`src/rtl/sd_pkg.sv`:
```
`default_nettype none
// ============================================================================
// Module   : sd_pkg
// Purpose  : Shared definitions for the SD host serial line blocks (state
//            encoding, CRC7 polynomial and length, idle line level).
// Ports    : none (package)
// Revision : 1.0 - initial release
// ============================================================================
package sd_pkg;

  typedef enum logic [1:0] {
    IDLE  = 2'd0,
    SHIFT = 2'd1,
    CRC   = 2'd2,
    DONE  = 2'd3
  } sd_state_t;

  // x^7 + x^3 + 1 with the x^7 term implied
  localparam logic [6:0] CRC7_POLY    = 7'h09;
  localparam int         CRC7_LEN     = 7;
  localparam logic       SD_LINE_IDLE = 1'b1;

endpackage
`default_nettype wire

```
`src/rtl/sd_crc7.sv`:
```
`default_nettype none
// ============================================================================
// Module   : sd_crc7
// Purpose  : Bit-serial CRC7 (x^7+x^3+1, zero seed), shared by the SD
//            transmit and receive paths.
// Ports    : clk     - rising-edge clock
//            reset   - synchronous active-low reset
//            clear   - synchronous clear to the zero seed
//            enable  - advance the CRC by one bit
//            data_in - serial data bit
//            crc     - current CRC remainder, crc[6] is the MSB
// Revision : 1.0 - initial release
// ============================================================================
module sd_crc7
  import sd_pkg::*;
(
  input  logic                clk,
  input  logic                reset,
  input  logic                clear,
  input  logic                enable,
  input  logic                data_in,
  output logic [CRC7_LEN-1:0] crc
);

  logic [CRC7_LEN-1:0] r_crc;
  logic                w_fb;

  assign w_fb = data_in ^ r_crc[CRC7_LEN-1];

  always_ff @(posedge clk) begin
    if (!reset || clear) begin
      r_crc <= '0;
    end else if (enable) begin
      r_crc <= {r_crc[CRC7_LEN-2:0], 1'b0} ^ (w_fb ? CRC7_POLY : 7'h00);
    end
  end

  assign crc = r_crc;

endmodule
`default_nettype wire

```
`src/rtl/serializer.sv`:
```
`default_nettype none
// ============================================================================
// Module   : serializer
// Purpose  : Parallel-to-serial transmitter for the SD CMD/DAT lines. A word
//            is captured on load and shifted out LSB first, one bit per
//            enabled clock; complete flags the end of the frame.
//            Optional feature macro: SERIALIZER_CRC7_EN appends a 7-bit CRC7
//            (MSB first) after the payload.
// Ports    : clk       - serial bit clock
//            reset     - synchronous active-low reset
//            enable    - shift qualifier, state frozen when low
//            load      - start strobe, accepted in IDLE or DONE only
//            framesize - payload bit count (clamped to BITS)
//            in        - parallel word to transmit
//            out       - registered serial data, idles high
//            busy      - frame in progress
//            complete  - frame sent, held until next load or reset
// Revision : 1.0 - initial release
// ============================================================================
module serializer
  import sd_pkg::*;
#(
  parameter int BITS         = 32,
  parameter int BITS_COUNTER = 8
) (
  input  logic                    clk,
  input  logic                    reset,
  input  logic                    enable,
  input  logic                    load,
  input  logic [BITS_COUNTER-1:0] framesize,
  input  logic [BITS-1:0]         in,
  output logic                    out,
  output logic                    busy,
  output logic                    complete
);

  localparam logic [BITS_COUNTER-1:0] c_BITS = BITS_COUNTER'(BITS);
  localparam logic [BITS_COUNTER-1:0] c_ONE  = BITS_COUNTER'(1);

  sd_state_t               r_state, w_state_next;
  logic [BITS-1:0]         r_shift, w_shift_next;
  logic [BITS_COUNTER-1:0] r_fs, w_fs_next;
  logic [BITS_COUNTER-1:0] r_counter, w_counter_next;
  logic                    r_out, w_out_next;
  logic                    r_complete, w_complete_next;
  logic [BITS_COUNTER-1:0] w_fs_eff;

`ifdef SERIALIZER_CRC7_EN
  localparam logic [BITS_COUNTER-1:0] c_CRC_LAST = BITS_COUNTER'(CRC7_LEN - 1);
  logic [CRC7_LEN-1:0] w_crc;
  logic                w_crc_clr;
  logic                w_crc_en;
  logic                w_crc_din;
`endif

  assign w_fs_eff = (framesize > c_BITS) ? c_BITS : framesize;

  always_comb begin
    w_state_next    = r_state;
    w_shift_next    = r_shift;
    w_fs_next       = r_fs;
    w_counter_next  = r_counter;
    w_out_next      = r_out;
    w_complete_next = r_complete;
    case (r_state)
      IDLE, DONE: begin
        // load does not need enable; it also clears a pending complete
        if (load) begin
          w_shift_next   = in;
          w_fs_next      = w_fs_eff;
          w_counter_next = '0;
          w_out_next     = SD_LINE_IDLE;
          if (w_fs_eff == '0) begin
            w_state_next    = DONE;
            w_complete_next = 1'b1;
          end else begin
            w_state_next    = SHIFT;
            w_complete_next = 1'b0;
          end
        end else if (enable) begin
          w_out_next = SD_LINE_IDLE;
        end
      end
      SHIFT: begin
        if (enable) begin
          w_out_next     = r_shift[0];
          w_shift_next   = r_shift >> 1;
          w_counter_next = r_counter + c_ONE;
          if (r_counter == r_fs - c_ONE) begin
`ifdef SERIALIZER_CRC7_EN
            w_state_next = CRC;
`else
            w_state_next    = DONE;
            w_complete_next = 1'b1;
`endif
          end
        end
      end
`ifdef SERIALIZER_CRC7_EN
      CRC: begin
        // counter keeps running from fs, so the last CRC bit is at fs+6
        if (enable) begin
          w_out_next     = w_crc[CRC7_LEN-1];
          w_counter_next = r_counter + c_ONE;
          if (r_counter == r_fs + c_CRC_LAST) begin
            w_state_next    = DONE;
            w_complete_next = 1'b1;
          end
        end
      end
`endif
      default: begin
        w_state_next = IDLE;
      end
    endcase
  end

  always_ff @(posedge clk) begin
    if (!reset) begin
      r_state    <= IDLE;
      r_shift    <= '0;
      r_fs       <= '0;
      r_counter  <= '0;
      r_out      <= SD_LINE_IDLE;
      r_complete <= 1'b0;
    end else begin
      r_state    <= w_state_next;
      r_shift    <= w_shift_next;
      r_fs       <= w_fs_next;
      r_counter  <= w_counter_next;
      r_out      <= w_out_next;
      r_complete <= w_complete_next;
    end
  end

`ifdef SERIALIZER_CRC7_EN
  // While in CRC, feeding crc[6] back in zeroes the feedback term, so the
  // register just shifts left and presents the remainder MSB first.
  assign w_crc_clr = load && ((r_state == IDLE) || (r_state == DONE));
  assign w_crc_en  = enable && ((r_state == SHIFT) || (r_state == CRC));
  assign w_crc_din = (r_state == CRC) ? w_crc[CRC7_LEN-1] : r_shift[0];

  sd_crc7 u_crc7 (
    .clk     (clk),
    .reset   (reset),
    .clear   (w_crc_clr),
    .enable  (w_crc_en),
    .data_in (w_crc_din),
    .crc     (w_crc)
  );
`endif

  assign out      = r_out;
  assign complete = r_complete;
  assign busy     = (r_state == SHIFT) || (r_state == CRC);

endmodule
`default_nettype wire
```
`config.mk`:
```
export PLATFORM = sky130hd
export DESIGN_NAME = serializer
export DESIGN_NICKNAME = d
export VERILOG_FILES = /design/src/rtl/sd_pkg.sv /design/src/rtl/sd_crc7.sv /design/src/rtl/serializer.sv
export SDC_FILE = /design/constraint.sdc
export NUM_CORES = 1
export LEC_CHECK = 0
export ABC_AREA = 1
export BUFFER_PORTS_ARGS = -buffer_cell sky130_fd_sc_hd__buf_2
export CAP_MARGIN = 20
export CORE_MARGIN = 4
export CORE_UTILIZATION = 59
export DETAILED_ROUTE_END_ITERATION = 10
export GPL_TIMING_DRIVEN = 0
export PLACE_DENSITY = 0.87
export REMOVE_ABC_BUFFERS = 1
export SKIP_LAST_GASP = 1
export SYNTH_ARGS = -nofsm -noshare
export SYNTH_HDL_FRONTEND = slang
export SYNTH_SLANG_ARGS = --single-unit
```
`constraint.sdc`:
```
create_clock -name clk -period 2.9 [get_ports clk]
set_input_delay 0.725 -clock clk [delete_from_list [all_inputs] [get_ports clk]]
set_output_delay 0.725 -clock clk [all_outputs]
set_load 0.02 [all_outputs]
```
==> results of run 1 <==
flip-flops by register name, indices dropped and copies added (netlist names):
register   flops
r_fs           8
r_shift       32
r_state        2
r_counter      8
complete       1
out            1
per-layer routing:
| metal | wire (um) | GRT usage |
|---|---|---|
| met5 | 0 | 0 |
| met4 | 74 | 0.08048 |
| met3 | 292 | 0.03830 |
| met2 | 2859 | 0.3809 |
| met1 | 2475 | 0.2673 |
worst min-delay path by stage:
stage / to / slack, ns / depth (start not counted)
global placement: r_fs[7] / 0.43 / 2
floorplan: r_fs[7] / 0.43 / 2
CTS: r_fs[7] / 0.46 / 2
global route: r_fs[7] / 0.47 / 2
detailed placement: r_fs[7] / 0.44 / 2
finish: r_fs[7] / 0.45 / 2
cell families after synthesis:
kind of cell,synth area share
AO/OA/AOI/OAI,0.1967
XOR/XNOR,0.01717
adder cells (fa/ha/maj),0.01962
buffers and inverters,0.08582
flip-flops,0.4080
AND/OR/NAND/NOR,0.2727
cell usage in the layout (no fill, tap or decap), types with 2 or more instances in the layout:
| master | count |
|---|---|
| o21ai_1 | 4 |
| a21oi_1 | 12 |
| o21ai_0 | 41 |
| ha_1 | 4 |
| nand3_2 | 2 |
| dfxtp_1 | 52 |
| nand2_1 | 111 |
| nor3b_2 | 2 |
| nor3b_1 | 3 |
| buf_2 | 46 |
| nor2_1 | 18 |
| nor3_1 | 6 |
| xor2_1 | 2 |
| xnor2_1 | 3 |
| nand3_1 | 11 |
| nor2_2 | 4 |
| clkbuf_8 | 6 |
| inv_1 | 31 |
| clkinvlp_4 | 2 |
| a31oi_1 | 31 |
tightest hold or removal path: cells and delay by family, from the launching register on:
| kind | cells | cell delay (ns) |
|---|---|---|
| flip-flops | 1 | 0.33 |
| AND/OR/NAND/NOR | 2 | 0.08 |
cell type report:
cell class	count	share of cell area
timing repair buffer	48	0.09401
inverter	33	0.04398
tap	50	0.02156
clock inverter	1	0.002587
sequential	52	0.3588
clock buffer	7	0.02975
multi-input combinational	263	0.4493
power breakdown:
group	internal (mW)	switching, mW
logic	0.479	0.936
clock network	0.194	0.231
registers	0.997	0.151
total	1.67	1.32
per-stage QoR:
stage / instance area (sq um) / utilization / setup WS, ns / hold WS, ns
after floorplan: 2456 / - / 0.1770 / 0.4284
after global placement: 2749 / 0.6727 / -0.6253 / 0.4345
after detailed placement: 2776 / 0.6794 / -0.09105 / 0.4437
after CTS: 2877 / 0.7039 / 0.1183 / 0.4558
after global routing: 2902 / 0.7100 / 0.1509 / 0.4659
final: 2902 / 0.7100 / 0.4060 / 0.4511
what timing repair did:
item	CTS	global route
endpoints found under the hold margin	0	0
gates cloned	1	1
pin swaps	1	1
resized for setup	0	1
endpoints found under the setup margin	2	4
==> flow_summary.ini, run 1 <==
[place]
io_buffers = 46
gp_congestion = 0.8594
place_inst = 443
dp_hpwl_um = 3699

[drt]
dr.pass1.iters = 5
via_per_inst = 5.410
ant_nets = 0
routed_wl_um = 5701
dr_total_vias = 2456
drt_iter0_markers = 118
routedWlPerCell_um = 12.56
drc = 0

[setup_path]
cp.depth = 9
crit_end = r_counter[6]
end_kind = flop
cp.required_ns = 3.08
arrival_ns = 2.67
r2r-start = r_state[1]
slowest_delay_ns = 0.58
critPathTopFamily = simple AND/OR/NAND/NOR gates
critPathBufInv = 2
r2r_slack_ns = 0.41
crit_path_start_kind = flop
crit_fanout = 17
critical_path_class = flop to flop
r2r_end = r_counter[6]
path_cells = inv_1, ha_1, nor2_2, nor2_4, inv_2, nor3_2, nand3_1, nor3_1, nor3b_2
startpoint = r_state[1]
reg2reg_depth = 9
critPathSlowestCell = ha_1

[timing]
slew_violations = 0
skew_ns = 0.004977
rsz0062_at_grt = no
tightest_slew_ns = 0.7162
setup_tns_ns = 0
finalHoldViolations = 0
timing.final.crit_share = 0.8600
finalSetupViolations = 0
fin_crit_ns = 2.494
fmax_mhz = 401.0
slew_headroom = 0.5220

[cts]
cts_buffer_depth = 2
clkSlewWorstSetupHoldPaths_ns = 0.09
postCtsSetupBuffers = 0
numClockSinks = 52
worstSkewPairLatency_ns = 0.30
numCtsBuffers = 5
cts.hold.buffers_added = 0
cts_tree = yes
cts_max_level = 2
root_buffer = clkbuf_8

[job]
drv_cap = 0

[synthesis]
ys_warn_count = 0
synth.top_cell.area_share = 0.4080
synthTopCellsByArea = dfxtp_1 (41%), nand2_1 (16%), o21ai_0 (8.0%), a31oi_1 (7.6%), inv_1 (4.6%)
ys_seq_elements = 52
syn_inst = 365
netlist_top_cells_count = nand2_1 (111), dfxtp_1 (52), o21ai_0 (41)
yosysMostFrequentCell = nand2_1
ys_seq_area_frac = 0.4080
async_reset_ff_frac = 0
synth_largest_area_cell = dfxtp_1
syn_avg_cell_area_sq_um = 6.990
synth_area_sq_um = 2551
synth_edf_count = 0
synth_flop_cell = dfxtp_1
synth_cell_types = 33

[grt]
grt_overflow = 0
grt_pass1_vias = 2275
grt_pass1_wl_um = 9473
track_usage = 0.2188
antenna_found_initial = 0
grt_max_degree = 45

[cells_and_area]
nFillCells = 357
final_cells = 454
final_nets = 451
seq_area_sq_um = 1041
areaGrowthSynthToFinish_pct = 13.73
multi_input_area_sq_um = 1304
drive_above_1_share = 0.1708
num_antenna_cells = 0

[worst_hold_path]
hp-start = r_fs[7]
min_path_type = flop to flop

[die]
num_io_pins = 47
dieArea_sq_um = 5440
dieHeight_um = 73.76
num_rows = 23
core_area_sq_um = 4086
die_w_um = 73.76
start_util = 0.6243

[pwr]
fin_total_pwr_mw = 2.987
ir_worst_vdd_mv = 0.5973
leakagePower_nw = 1.247
power_density_nw_per_um2 = 1029

[outcome]
outcome = complete, no violations
Note: power is estimated with default switching activity, not from simulation.
==> inputs of run 2 (changes only) <==
Settings changed: CORE_UTILIZATION 59 to 30, PLACE_DENSITY 0.87 to 0.51.
==> run 2 against run 1 <==
Effect of this change: setup slack got worse by 0.045 ns; via count fell by 2.3%; flip-flop and latch count did not move; final cell count rose by 12%; cell area rose by 1.9%; register-to-register slack got worse by 0.05 ns; largest cell class unchanged; highest routed layer is now met3.
==> flow_summary.ini, run 2 (synthesis gave the netlist of run 1 again) <==
[outcome]
outcome = complete, no violations

[cts]
clkSlewWorstSetupHoldPaths_ns = 0.10
worstSkewPairLatency_ns = 0.30
root_buffer = clkbuf_8
postCtsSetupBuffers = 0
numClockSinks = 52
cts_buffer_depth = 2
cts_tree = yes
cts_max_level = 2
numCtsBuffers = 5

[pwr]
fin_total_pwr_mw = 2.924
leakagePower_nw = 1.244
ir_worst_vdd_mv = 0.5125
power_density_nw_per_um2 = 989.3

[cells_and_area]
final_nets = 449
regMostFlops = r_shift
final_common_cell = nand2_1
num_antenna_cells = 0
largest_reg_flops = 32
drive_above_1_share = 0.1667
layout_common_cells = nand2_1 (111), dfxtp_1 (52), buf_2 (46), o21ai_0 (41)
areaGrowthSynthToFinish_pct = 15.84
fin_area_sq_um = 2955
nFillCells = 908
seq_area_sq_um = 1041
final_util = 0.3579
biggestRegsByFlops = r_shift x32, r_counter x8, r_fs x8
final_cells = 507
multi_input_area_sq_um = 1291

[timing]
finalSetupViolations = 0
fin_crit_ns = 2.539
finalHoldViolations = 0
fmax_mhz = 393.8
setup_tns_ns = 0
slew_violations = 0
slew_headroom = 0.4801
skew_ns = 0.007950
timing.final.crit_share = 0.8757
tightest_slew_ns = 0.7798
holdWs_ns = 0.4542
setup_ws_ns = 0.3606
rsz0062_at_grt = no

[drt]
drc = 0
via_per_inst = 4.734
dr_total_vias = 2400
ant_nets = 0
dr.pass1.iters = 5
routed_wl_um = 5834
routedWlPerCell_um = 11.51
drt_iter0_markers = 104

[setup_path]
cp.required_ns = 3.13
r2r_slack_ns = 0.36
r2r-start = r_state[0]
crit_fanout = 34
end_kind = flop
crit_path_start_kind = flop
arrival_ns = 2.77
reg2reg_depth = 8
r2r_end = r_state[1]
critical_path_class = flop to flop
startpoint = r_state[0]

[grt]
grt_max_degree = 49
track_usage = 0.1201
antenna_found_initial = 0
grt_pass1_wl_um = 10090
grt_overflow = 0
grt_pass1_vias = 2240

[place]
io_buffers = 46
gp_congestion = 0.7485
dp_slack_ns = -0.2040
place_inst = 499
dp_hpwl_um = 4057
placed_area_sq_um = 2865

[worst_hold_path]
min_to = r_fs[7]
min_path_type = flop to flop
whs_path_depth = 2
hp-start = r_fs[7]

[die]
start_util = 0.3089
num_io_pins = 47
core_area_sq_um = 8258
dieArea_sq_um = 10040
die_w_um = 100.2
num_rows = 33
dieHeight_um = 100.2

[job]
drv_cap = 0
==> run 2: cell count changes in the layout (fill, tap and decap cells not counted) <==
cell / change
clkinvlp_4: -1
clkinv_2: +1
clkbuf_8: -1
buf_12: +1
nor2_2: -2
buf_8: -1
clkinv_4: +1
==> run 2: timing repair <==
action,4_1_cts,5_1_grt
setup endpoints to repair,2,0
gates resized for setup,1,0
hold buffers,0,0
==> run 2: layout make-up <==
| class | count | area share |
|---|---|---|
| inverter | 33 | 0.04234 |
| clock inverter | 2 | 0.005504 |
| timing repair buffer | 48 | 0.09399 |
| multi-input combinational | 261 | 0.4369 |
| clock buffer | 6 | 0.02456 |
| sequential | 52 | 0.3522 |
| tap | 105 | 0.04445 |
==> run 2: where the power goes <==
| group | switching (mW) | internal, mW | leakage (nW) | total, mW |
|---|---|---|---|---|
| combinational | 0.878 | 0.482 | 0.774 | 1.36 |
| sequential | 0.146 | 0.996 | 0.429 | 1.14 |
| clock | 0.249 | 0.173 | 0.0414 | 0.421 |
| total | 1.27 | 1.65 | 1.24 | 2.92 |
==> run 2: how the worst max path moves through the flow <==
| stage | end | slack (ns) |
|---|---|---|
| after floorplan | r_counter[7] | 0.18 |
| after global placement | r_state[1] | -1.04 |
| after detailed placement | r_state[1] | -0.20 |
| after CTS | r_state[1] | 0.32 |
| after global routing | r_state[1] | 0.10 |
| final | r_state[1] | 0.36 |
==> run 2: worst max-delay path: stages, from the launching register on <==
cell and delay [ns]:
dfxtp_1 0.38, ha_1 0.68, buf_16 0.23, clkinv_2 0.40, o21ai_0 0.27, inv_1 0.11
nor3_1 0.15, nand3_1 0.10, a21oi_1 0.15
==> run 2: per-layer routing <==
layer  routed length, um  global-route usage  share of wire  vias up
met5                   0                   0              0        -
met4                   0             0.01865              0        0
met3                 382             0.02919          0.065        0
met2                2494              0.1947           0.43       58
met1                2957              0.1651           0.51     1064
li1                    -                   -              -     1278
==> inputs of run 3 (changes only) <==
Settings changed: CORE_ASPECT_RATIO set to 1.1.
==> run 3 against run 2 <==
Effect of this change: non-clock buffer count unchanged; power is 0.41% lower; via count decreased by 0.38%; wire length down 1.0%; final cell count grew 1.2%; die area about the same; sequential power is essentially flat; combinational power hardly changed; clock skew shrank 0.0027 ns; largest cell class unchanged.
==> flow_summary.ini, run 3 (synthesis gave the netlist of run 1 again) <==
[outcome]
outcome = complete, no violations

[worst_hold_path]
min_path_type = flop to flop
min_to = r_fs[7]
whs_path_depth = 2
hp-start = r_fs[7]

[cells_and_area]
multi_input_area_sq_um = 1291
regMostFlops = r_shift
layout_common_cells = nand2_1 (111), dfxtp_1 (52), buf_2 (46), o21ai_0 (41)
final_util = 0.3552
final_common_cell = nand2_1
drive_above_1_share = 0.1667
final_cells = 513
areaGrowthSynthToFinish_pct = 15.84
largest_reg_flops = 32
final_nets = 449
nFillCells = 935
num_antenna_cells = 0
biggestRegsByFlops = r_shift x32, r_counter x8, r_fs x8
seq_area_sq_um = 1041

[setup_path]
path_cells = ha_1, buf_8, clkinv_2, o21ai_0, inv_1, nor3_1, nand3_1, a21oi_1
critical_path_class = flop to flop
reg2reg_depth = 8
crit_path_start_kind = flop
cp.required_ns = 3.14
r2r_slack_ns = 0.46
r2r_end = r_state[1]
arrival_ns = 2.67
crit_fanout = 34
r2r-start = r_state[0]
end_kind = flop
critPathSlowestCell = ha_1
slowest_delay_ns = 0.53

[grt]
antenna_found_initial = 0
grt_overflow = 0
grt_pass1_wl_um = 10030
track_usage = 0.1216
grt_pass1_vias = 2255
grt_max_degree = 57

[timing]
finalHoldViolations = 0
finalSetupViolations = 0
skew_ns = 0.005243
slew_headroom = 0.5425
slew_violations = 0
rsz0062_at_grt = no
fin_crit_ns = 2.435
setup_tns_ns = 0
timing.final.crit_share = 0.8398
tightest_slew_ns = 0.6862
fmax_mhz = 410.6

[pwr]
power_density_nw_per_um2 = 985.2
fin_total_pwr_mw = 2.912
leakagePower_nw = 1.242
ir_worst_vdd_mv = 0.3869

[die]
dieArea_sq_um = 10050
start_util = 0.3066
core_area_sq_um = 8320
num_rows = 35
dieHeight_um = 104.7
num_io_pins = 47
die_w_um = 95.93

[cts]
cts_buffer_depth = 2
postCtsSetupBuffers = 0
numCtsBuffers = 5
cts_tree = yes
worstSkewPairLatency_ns = 0.30
root_buffer = clkbuf_8
cts.hold.buffers_added = 0
numClockSinks = 52
cts_max_level = 2
clkSlewWorstSetupHoldPaths_ns = 0.09
post_cts_resized = 1

[drt]
dr.pass1.iters = 4
routedWlPerCell_um = 11.26
ant_nets = 0
dr_total_vias = 2391
drt_iter0_markers = 161
routed_wl_um = 5775
drc = 0
via_per_inst = 4.661

[place]
dp_hpwl_um = 4008
gp_congestion = 0.7694
place_inst = 505
io_buffers = 46

[job]
drv_cap = 0
==> run 3: cell count changes in the layout (fill, tap and decap cells not counted) <==
| cell | change |
|---|---|
| buf_16 | -1 |
| buf_8 | +1 |
| clkbuf_8 | +1 |
| clkinv_4 | -1 |
==> run 3: power by group <==
group / leakage (nW) / internal, mW / total (mW) / switching, mW
logic: 0.769 / 0.462 / 1.33 / 0.871
registers: 0.429 / 0.996 / 1.14 / 0.145
clock network: 0.0445 / 0.195 / 0.437 / 0.242
total: 1.24 / 1.65 / 2.91 / 1.26
==> run 3: worst max-delay path by stage <==
stage | from | depth (start not counted) | endpoint | slack, ns
after global routing | r_state[0] | 8 | r_state[1] | 0.15
after floorplan | r_state[1] | 9 | r_counter[7] | 0.18
after CTS | r_state[0] | 8 | r_state[1] | 0.36
after detailed placement | r_state[0] | 8 | r_state[1] | -0.14
after global placement | r_state[0] | 7 | r_state[1] | -1.02
final | r_state[0] | 8 | r_state[1] | 0.46
==> run 3: final cells by class <==
type / count / area share
clock buffers: 7 / 0.02921
clock inverters: 1 / 0.002540
flip-flops and latches: 52 / 0.3522
inverters: 33 / 0.04234
multi-input cells: 261 / 0.4369
repair buffers: 48 / 0.08975
well taps: 111 / 0.04699
==> run 3: metrics by stage <==
stage | instance area (sq um) | hold slack [ns] | setup WS (ns)
after detailed placement | 2860 | 0.4377 | -0.1367
after CTS | 2955 | 0.4512 | 0.3583
after global routing | 2955 | 0.4734 | 0.1548
after global placement | 2825 | 0.4351 | -1.018
after floorplan | 2456 | 0.4284 | 0.1770
final | 2955 | 0.4479 | 0.4646
==> run 3: worst max-delay path, delay by kind of cell, from the launching register on <==
kind,cells,cell delay (ns)
AOI/OAI and AO/OA,2,0.41
buffers and inverters,3,0.79
DFF,1,0.37
and+or+nand+nor,2,0.24
adders and majority gates,1,0.53
==> run 3: layer usage <==
layer	global-route usage	vias to the layer above	part of all wire
li1	-	1275	-
met1	0.1623	1064	0.49
met2	0.1908	47	0.45
met3	0.03384	5	0.051
met4	0.03354	0	0.0087
met5	0	-	0
